$ cat src/rtl/forwarding_unit.sv
// EX-stage forwarding unit: combinational ALU operand selects plus optional
// forwarding-event counters, compiled in when FORWARDING_PERF_CNT_EN is defined.

module forwarding_sel #(
    parameter int REG_ADDR_W = 5
) (
    input  logic [REG_ADDR_W-1:0] src_i,
    input  logic [REG_ADDR_W-1:0] exmem_rd_i,
    input  logic [REG_ADDR_W-1:0] memwb_rd_i,
    input  logic                  exmem_we_i,
    input  logic                  memwb_we_i,
    output logic [1:0]            sel_o
);
    logic ex_hit, mem_hit;

    assign ex_hit  = exmem_we_i && (exmem_rd_i != '0) && (exmem_rd_i == src_i);
    assign mem_hit = memwb_we_i && (memwb_rd_i != '0) && (memwb_rd_i == src_i);

    // The younger producer (EX/MEM) wins a double hazard.
    assign sel_o = ex_hit ? 2'b10 : (mem_hit ? 2'b01 : 2'b00);
endmodule

module forwarding_unit #(
    parameter int REG_ADDR_W = 5,
    parameter int CNT_W      = 16
) (
    input  logic                  clk,
    input  logic                  rst_n,
    input  logic [REG_ADDR_W-1:0] IDEX_rs,
    input  logic [REG_ADDR_W-1:0] IDEX_rt,
    input  logic [REG_ADDR_W-1:0] EXMEM_rd,
    input  logic [REG_ADDR_W-1:0] MEMWB_rd,
    input  logic                  EXMEM_RegWrite,
    input  logic                  MEMWB_RegWrite,
    input  logic                  cnt_en,
    input  logic                  cnt_clr,
    output logic [1:0]            ForwardA,
    output logic [1:0]            ForwardB,
    output logic [CNT_W-1:0]      ex_fwd_cnt,
    output logic [CNT_W-1:0]      mem_fwd_cnt
);
    logic [1:0][REG_ADDR_W-1:0] src;
    logic [1:0][1:0]            sel;

    assign src = {IDEX_rt, IDEX_rs};

    for (genvar g = 0; g < 2; g++) begin : g_op
        forwarding_sel #(.REG_ADDR_W(REG_ADDR_W)) u_sel (
            .src_i      (src[g]),
            .exmem_rd_i (EXMEM_rd),
            .memwb_rd_i (MEMWB_rd),
            .exmem_we_i (EXMEM_RegWrite),
            .memwb_we_i (MEMWB_RegWrite),
            .sel_o      (sel[g])
        );
    end

    assign ForwardA = sel[0];
    assign ForwardB = sel[1];

`ifdef FORWARDING_PERF_CNT_EN
    logic [CNT_W-1:0] ex_cnt_q, ex_cnt_d, mem_cnt_q, mem_cnt_d;
    logic [1:0]       ex_inc, mem_inc;

    // One extra sum bit catches overflow; at most +2 onto all-ones still fits.
    function automatic logic [CNT_W-1:0] sat_add(input logic [CNT_W-1:0] c,
                                                 input logic [1:0]       inc);
        logic [CNT_W:0] s;
        s = {1'b0, c} + (CNT_W+1)'(inc);
        return s[CNT_W] ? '1 : s[CNT_W-1:0];
    endfunction

    always_comb begin
        ex_inc    = {1'b0, sel[0] == 2'b10} + {1'b0, sel[1] == 2'b10};
        mem_inc   = {1'b0, sel[0] == 2'b01} + {1'b0, sel[1] == 2'b01};
        ex_cnt_d  = ex_cnt_q;
        mem_cnt_d = mem_cnt_q;
        if (cnt_clr) begin
            ex_cnt_d  = '0;
            mem_cnt_d = '0;
        end else if (cnt_en) begin
            ex_cnt_d  = sat_add(ex_cnt_q, ex_inc);
            mem_cnt_d = sat_add(mem_cnt_q, mem_inc);
        end
    end

    always_ff @(posedge clk or negedge rst_n) begin
        if (!rst_n) begin
            ex_cnt_q  <= '0;
            mem_cnt_q <= '0;
        end else begin
            ex_cnt_q  <= ex_cnt_d;
            mem_cnt_q <= mem_cnt_d;
        end
    end

    assign ex_fwd_cnt  = ex_cnt_q;
    assign mem_fwd_cnt = mem_cnt_q;
`else
    logic unused_cnt_ins;
    assign unused_cnt_ins = ^{clk, rst_n, cnt_en, cnt_clr};
    assign ex_fwd_cnt     = '0;
    assign mem_fwd_cnt    = '0;
`endif
endmodule

$ cat config.mk
export PLATFORM = sky130hd
export DESIGN_NAME = forwarding_unit
export DESIGN_NICKNAME = d
export VERILOG_FILES = /design/src/rtl/forwarding_unit.sv
export SDC_FILE = /design/constraint.sdc
export NUM_CORES = 1
export LEC_CHECK = 0
export CORE_AREA = 4 4 51 53
export DETAILED_ROUTE_END_ITERATION = 8
export DIE_AREA = 0 0 55 57
export GPL_TIMING_DRIVEN = 0
export PLACE_DENSITY = 0.87
export SLEW_MARGIN = 20
export SYNTH_ARGS = -nofsm -noshare
export SYNTH_HDL_FRONTEND = slang
export SYNTH_SLANG_ARGS = --single-unit
$ cat constraint.sdc
create_clock -name vclk -period 1.4
set_clock_uncertainty 0.2 [all_clocks]
set_input_delay 0.14 -clock vclk [all_inputs]
set_output_delay 0.14 -clock vclk [all_outputs]
set_load 0.01 [all_outputs]
* Word level (Yosys, flattened, before mapping)
Index checks and enable logic that the tools add are counted.
** Storage, ports and cells
- Flip-flop bits (word level) :: 0
- Bits of input ports :: 26
- Output and inout bits :: 36
- Logic and storage cells :: 16
** Operators by class
- Equality and inequality tests :: 4
- Mux-type cells :: 4
- Reduce and logical (&&, ||, !) cells :: 8
** Operator list (count)
- 5-bit == test :: 4
- 5-bit nonzero test :: 2
- 1-bit logical AND :: 6
- 2-bit 2-to-1 mux :: 2
- 1-bit 2-to-1 mux :: 2

* Longest topological paths before layout
- Depth after elaboration :: 5
- Gate-level depth with buffers :: 4
- Mapped depth without buffers :: 4

* Modules after synthesis
From an unflattened synthesis, not the netlist that was laid out.
** Unflattened totals
- Cell total of the unflattened synthesis :: 75
- Area, all modules :: 561.8 um2
** By module, submodules not included
- forwarding_sel :: times used 2, cells an instance 21, area each 158.9 um2, sequential area each 0.0 um2
- forwarding_unit :: times used 1, cells an instance 33, area each 244.0 um2, sequential area each 0.0 um2

* Worst setup path after synthesis
OpenSTA, ideal clock, no wires.
- Kind :: input-to-output
- Start :: in EXMEM_rd[4]
- End :: out ForwardB[0]
- Data arrival time :: 1245 ps
- Data required time :: 1060 ps
- Setup slack :: -185 ps
- Cell stages on the path :: 4
- Buffers on the path :: 0
- Cells stage by stage :: or4_1 o21ai_2 nor4_1 nor4_2
** On the way
- Longest elaborated chain between the ends :: 4
- Elaborated cells between the ends (all ways) :: 5
- Those cells by class :: eq/ne: 1; mux: 1; reduce/logical: 3
** RTL lines
- start: declaration :: RTL line 31 : input logic [REG_ADDR_W-1:0] EXMEM_rd,
- 5-bit nonzero test :: RTL line 16 : assign ex_hit = exmem_we_i && (exmem_rd_i != '0) && (exmem_rd_i == src_i);
- 1-bit logical AND :: RTL line 16
- 1-bit logical AND * :: RTL line 16
- named net g_op[1].u_sel.ex_hit :: RTL line 14 : logic ex_hit, mem_hit;
- 2-bit 2-to-1 mux * :: RTL line 20 : assign sel_o = ex_hit ? 2'b10 : (mem_hit ? 2'b01 : 2'b00);
- end: declaration :: RTL line 38 : output logic [1:0] ForwardB,
The timed path passes the listed nets; every way through them passes the cells marked *.

* Worst setup path after layout
- Start :: in EXMEM_rd[2]
- End :: out ForwardB[0]
The elaborated chain is that of the path after synthesis.

==> out/qor.yml <==
status: "finished, violations left"
violations: "negative setup slack"
yosysMostFrequentCell: "buf_4"
grt_max_degree: 4
start_util_pct: 24.6
synth_top_area_cell: "buf_4"
drtPass1Iterations: 2
avgRoutedWirePerCell_um: 10.1
worst_hold_startpoint: "MEMWB_rd[1]"
ys_seq_area_share_pct: 0
ant_nets: 0
p_int_w: 0.000145
nets: 155
grt_pass1_vias: 527
cp.required_ns: 1.06
hold_depth: 4
crit_fanout: 2
grt_pass1_wl_um: 2360
ys.warnings.count: 0
drt_iter0_markers: 1
period_share_pct: 125
cts_hold_buf: 0
cp-end-kind: "output port"
max_freq_mhz: 572
cp.arrival_ns: 1.41
dp_slack_ns: -1.17
dp_cells: 154
worstSetupPathType: "in -> out"
gp_congestion: 0.783
startpoint_type: "primary input"
maxCapViolations: 0
rows: 17
p_switching_w: 0.000124
die_w_um: 55
worstHoldEndpoint: "ForwardB[0]"
hold_ws_ns: 0.590
ff_latch_area_sq_um: 0
pwr-share-seq_pct: 0
switching_share_pct: 46.1
synth.cells.most_frequent: "buf_4 (34), xnor2_1 (16), xor2_1 (4)"
antenna_found_initial: 0
finalSetupViolCount: 4
synth_top_area_share_pct: 48.2
die_area_sq_mm: 0.00314
min_period_ns: 1.75
stdcell_count: 155
synth_simple_gate_area_share_pct: 16.3
nClkBuffers: 0
area_delta_synth_final_pct: 82.7
postSynthCellCount: 69
die_height_um: 57
combPwrFrac_pct: 100.0
layout_setup_ws_ns: -0.347
synth_area_leaders: "buf_4 (48%), xnor2_1 (26%), xor2_1 (6.6%)"
wl_um: 1570
ys_types: 12
drc: 0
post_route_cells_drive_above_1_share_pct: 40.2
hold_viol_final: 0
seq_cell_count: 0
overflow: 0
pwr_density_cell_mw_per_mm2: 279
grt_use_total_pct: 9.78
io_pins: 62
clkPwrFrac_pct: 0
synth-adder-area-share_pct: 0
hp-class: "in -> out"
muxShareOfSynthArea_pct: 0
synthXorXnorAreaFrac_pct: 33.1
n_antenna_cell: 0
synth.avg_cell_area_sq_um: 7.67
p_leak_nw: 0.507
synth_compound_area_share_pct: 1.65
rsz0062_at_grt: "true"
place.port_buffers: 26
syn-cell-area_sq_um: 529
via_per_inst: 3.39
coreArea_sq_mm: 0.00215
slew_violations: 0
ir_worst_vdd_mv: 0.134
fin_total_pwr_w: 0.000270
vias: 526
synth_top_family_by_area: "buffers and inverters"
## layout by cell type (no fill, tap or decap), drive strengths merged
| cell | instances |
|---|---|
| o21ai | 1 |
| dlymetal6s2s | 1 |
| nor4 | 4 |
| conb | 32 |
| clkdlybuf4s50 | 2 |
| xnor2 | 16 |
| xor2 | 4 |
| dlygate4sd2 | 11 |
| buf | 43 |
| nor2 | 1 |
| nand4 | 2 |
| clkdlybuf4s15 | 4 |
| or4 | 2 |
| nand3 | 2 |
| nand2 | 2 |
## what timing repair did
item | CTS | global route
setup endpoints to repair | 4 | 4
pin swaps | 11 | 2
setup buffers | 2 | 0
resized for setup | 65 | 2
## layout make-up
cell class | count | area, sq um
fillers | 213 | 1180
multi-input cells | 66 | 430
repair buffers | 28 | 254
plain buffers | 33 | 248
well taps | 28 | 35.0
## metrics by stage
stage,area (sq um),TNS (ns),utilization (%)
3_3_place_gp,941,-4.23,43.8
6_report,967,-1.11,45.0
2_1_floorplan,646,-0.259,-
4_1_cts,960,-1.22,44.7
3_5_place_dp,941,-4.33,43.8
5_1_grt,967,-1.44,45.0
## logic make-up after synthesis
family                 after synthesis
buffers and inverters               34
XOR/XNOR                            20
AND/OR/NAND/NOR                     13
AO/OA/AOI/OAI                        1
other                                1
## worst max-delay path by stage
stage / from / to / slack [ns] / depth (start not counted)
floorplan: EXMEM_rd[4] / ForwardA[0] / -0.13 / 4
global placement: EXMEM_rd[4] / ForwardA[0] / -1.14 / 6
detailed placement: EXMEM_rd[4] / ForwardA[0] / -1.17 / 6
CTS: EXMEM_rd[2] / ForwardA[0] / -0.40 / 6
global route: EXMEM_rd[2] / ForwardB[0] / -0.38 / 6
finish: EXMEM_rd[2] / ForwardB[0] / -0.35 / 6
## metal layers
layer	global-route usage, %	vias up	part of all wire, %
li1	-	278	-
met4	1.04	0	0.96
met1	9.75	214	29
met5	0	-	0
met3	0.783	2	11
met2	20.8	32	59
## critical path: stages
cell     delay (ns)
buf_8          0.09
or4_4          0.53
o21ai_4        0.19
nor4_2         0.07
nor4_2         0.20
buf_2          0.17
## power groups by stage
stage	clock, W	combinational (W)	sequential, W
4_1_cts	0	0.000261	0
3_3_place_gp	0	0.000257	0
5_1_grt	0	0.000292	0
6_report	0	0.000270	0
3_5_place_dp	0	0.000262	0
2_1_floorplan	0	0.000166	0
Power figures use the tool's default switching activity.
==> patch, RTL diff (same settings) <==
`REG_ADDR_W` is set to 5 in 2 places; all go to 7.
--- a/src/rtl/forwarding_unit.sv
+++ b/src/rtl/forwarding_unit.sv
@@ -4,3 +4,3 @@
 module forwarding_sel #(
-    parameter int REG_ADDR_W = 5
+    parameter int REG_ADDR_W = 7
 ) (
@@ -23,3 +23,3 @@
 module forwarding_unit #(
-    parameter int REG_ADDR_W = 5,
+    parameter int REG_ADDR_W = 7,
     parameter int CNT_W      = 16
Ports: changed (resized EXMEM_rd, IDEX_rs, IDEX_rt and MEMWB_rd); port bits go from 62 to 70. The function was not compared with the original's and may differ.
==> patch against the unedited design <==
- the flow still finishes with violations (setup timing)
- cell area increased by 24%
- synthesized area rose by 23%
- wire length up 23%
- power grew 24%
- worst setup slack got worse by 120 ps
==> patch: results (changes against the unedited design) <==
* Run status: finished with violations
* Failing checks: setup timing
* Final setup viols at 4 (unchanged)
* Setup crit start: MEMWB_rd[5]
* Largest net degree at the start of global routing at 4 (unchanged)
* M1 WL at 567 um (+24%)
* Top cells by area, synth: buf_4 39%, xnor2_1 27%, xor2_1 11%, nor3_2 4.6%, o41ai_4 4.2%
* # nets final at 184 (+19%)
* Vias in the first global route at 698 (+32%)
* Gpl congestion at 0.8531 (+9.0%)
* Slowest library cell on the worst path: or4_4
* FFs & Latches at 0 (unchanged)
* Fillers at 209 (-1.9%)
* Pre-antenna DRT Iters at 2 (unchanged)
* CP Capture Point: ForwardA[0]
* Gr usage total at 12.19% (+2.4 points)
* Post-CTS Resized at 58 (-11%)
* Commonest cells in the netlist: 34 x buf_4, 20 x xnor2_1, 8 x xor2_1, 4 x nand4_1, 3 x nor3_2
* Maximum fanout along the worst path at 3 (+1)
* Maximum VDD drop at 0.1684 mV (+26%)
* Synth cell types at 13 (+1)
* Routed wire per std cell at 10.94 um (+8.1%)
* CP max stage delay at 540 ps
* Area post-placement at 1146 um2 (+22%)
* Layout cells sized above 1 at 37.84% (-2.3 points)
* Setup WS pre-CTS at -1206 ps (-33.51 ps)
* Antenna Cells at 0 (unchanged)
* First DRT Iteration DRCs at 2 (+1)
* # Post-CTS Setup Buffers at 3 (+1)
* Setup ws final at -471.9 ps (-124.8 ps)
* Input/output buffers at 34 (+31%)
* Via/cell ratio at 3.824 (+13%)
* CP Data Arrival Time at 1530 ps (+120 ps)
* First-pass GRT wire length at 2.960 mm (+25%)
## patch: cell types whose count changed after synthesis, sizes merged
cell / change
nor3: +4
xnor2: +4
xor2: +4
nand2: -2
nand4: +2
nor4: -2
o41ai: +2
nor2: -1
o21ai: -1
## patch: logic make-up after synthesis
| family | after synthesis | share of synthesized area (%) |
|---|---|---|
| buffers and inverters | 34 | 39.31 |
| xor gates and xnor gates | 28 | 37.77 |
| and+or+nand+nor | 14 | 15.61 |
| AOI/OAI and AO/OA | 2 | 6.745 |
| other | 1 | 0.5775 |
## patch: area by class of cell
cell class | count | share of cell area (%)
tap | 28 | 2.932
timing repair buffer | 38 | 29.53
multi-input combinational | 76 | 46.18
buffer | 34 | 21.36
## patch: worst min path at each step
stage                              start           to  slack (ps)  cells past startpoint
after floorplan           MEMWB_RegWrite  ForwardB[0]         190                      2
after global routing         EXMEM_rd[1]  ForwardB[1]         670                      6
after CTS                    EXMEM_rd[1]  ForwardB[1]         640                      6
after detailed placement  MEMWB_RegWrite  ForwardB[0]        1120                      4
final                        EXMEM_rd[1]  ForwardB[1]         640                      6
after global placement    MEMWB_RegWrite  ForwardB[0]        1110                      4
## patch: through the flow
step,setup TNS [ps],std cells,hold WS [ps],utilization [%]
floorplan,-514.3,110,185.0,-
global route,-2041,176,670.6,55.62
global placement,-4644,172,1115,53.35
finish,-1807,176,639.8,55.62
detailed placement,-4678,172,1119,53.35
CTS,-1898,175,637.6,54.86
## patch: where the power goes
part           internal, mW  switching [mW]  total, mW
clock                     0               0          0
sequential                0               0          0
combinational         0.187           0.148      0.335
total                 0.187           0.148      0.335
## patch: layer usage
layer	track usage (%)	up-vias
li1	-	339
met1	12.60	290
met2	24.32	40
met3	0.7833	4
met4	3.819	0
met5	0	-
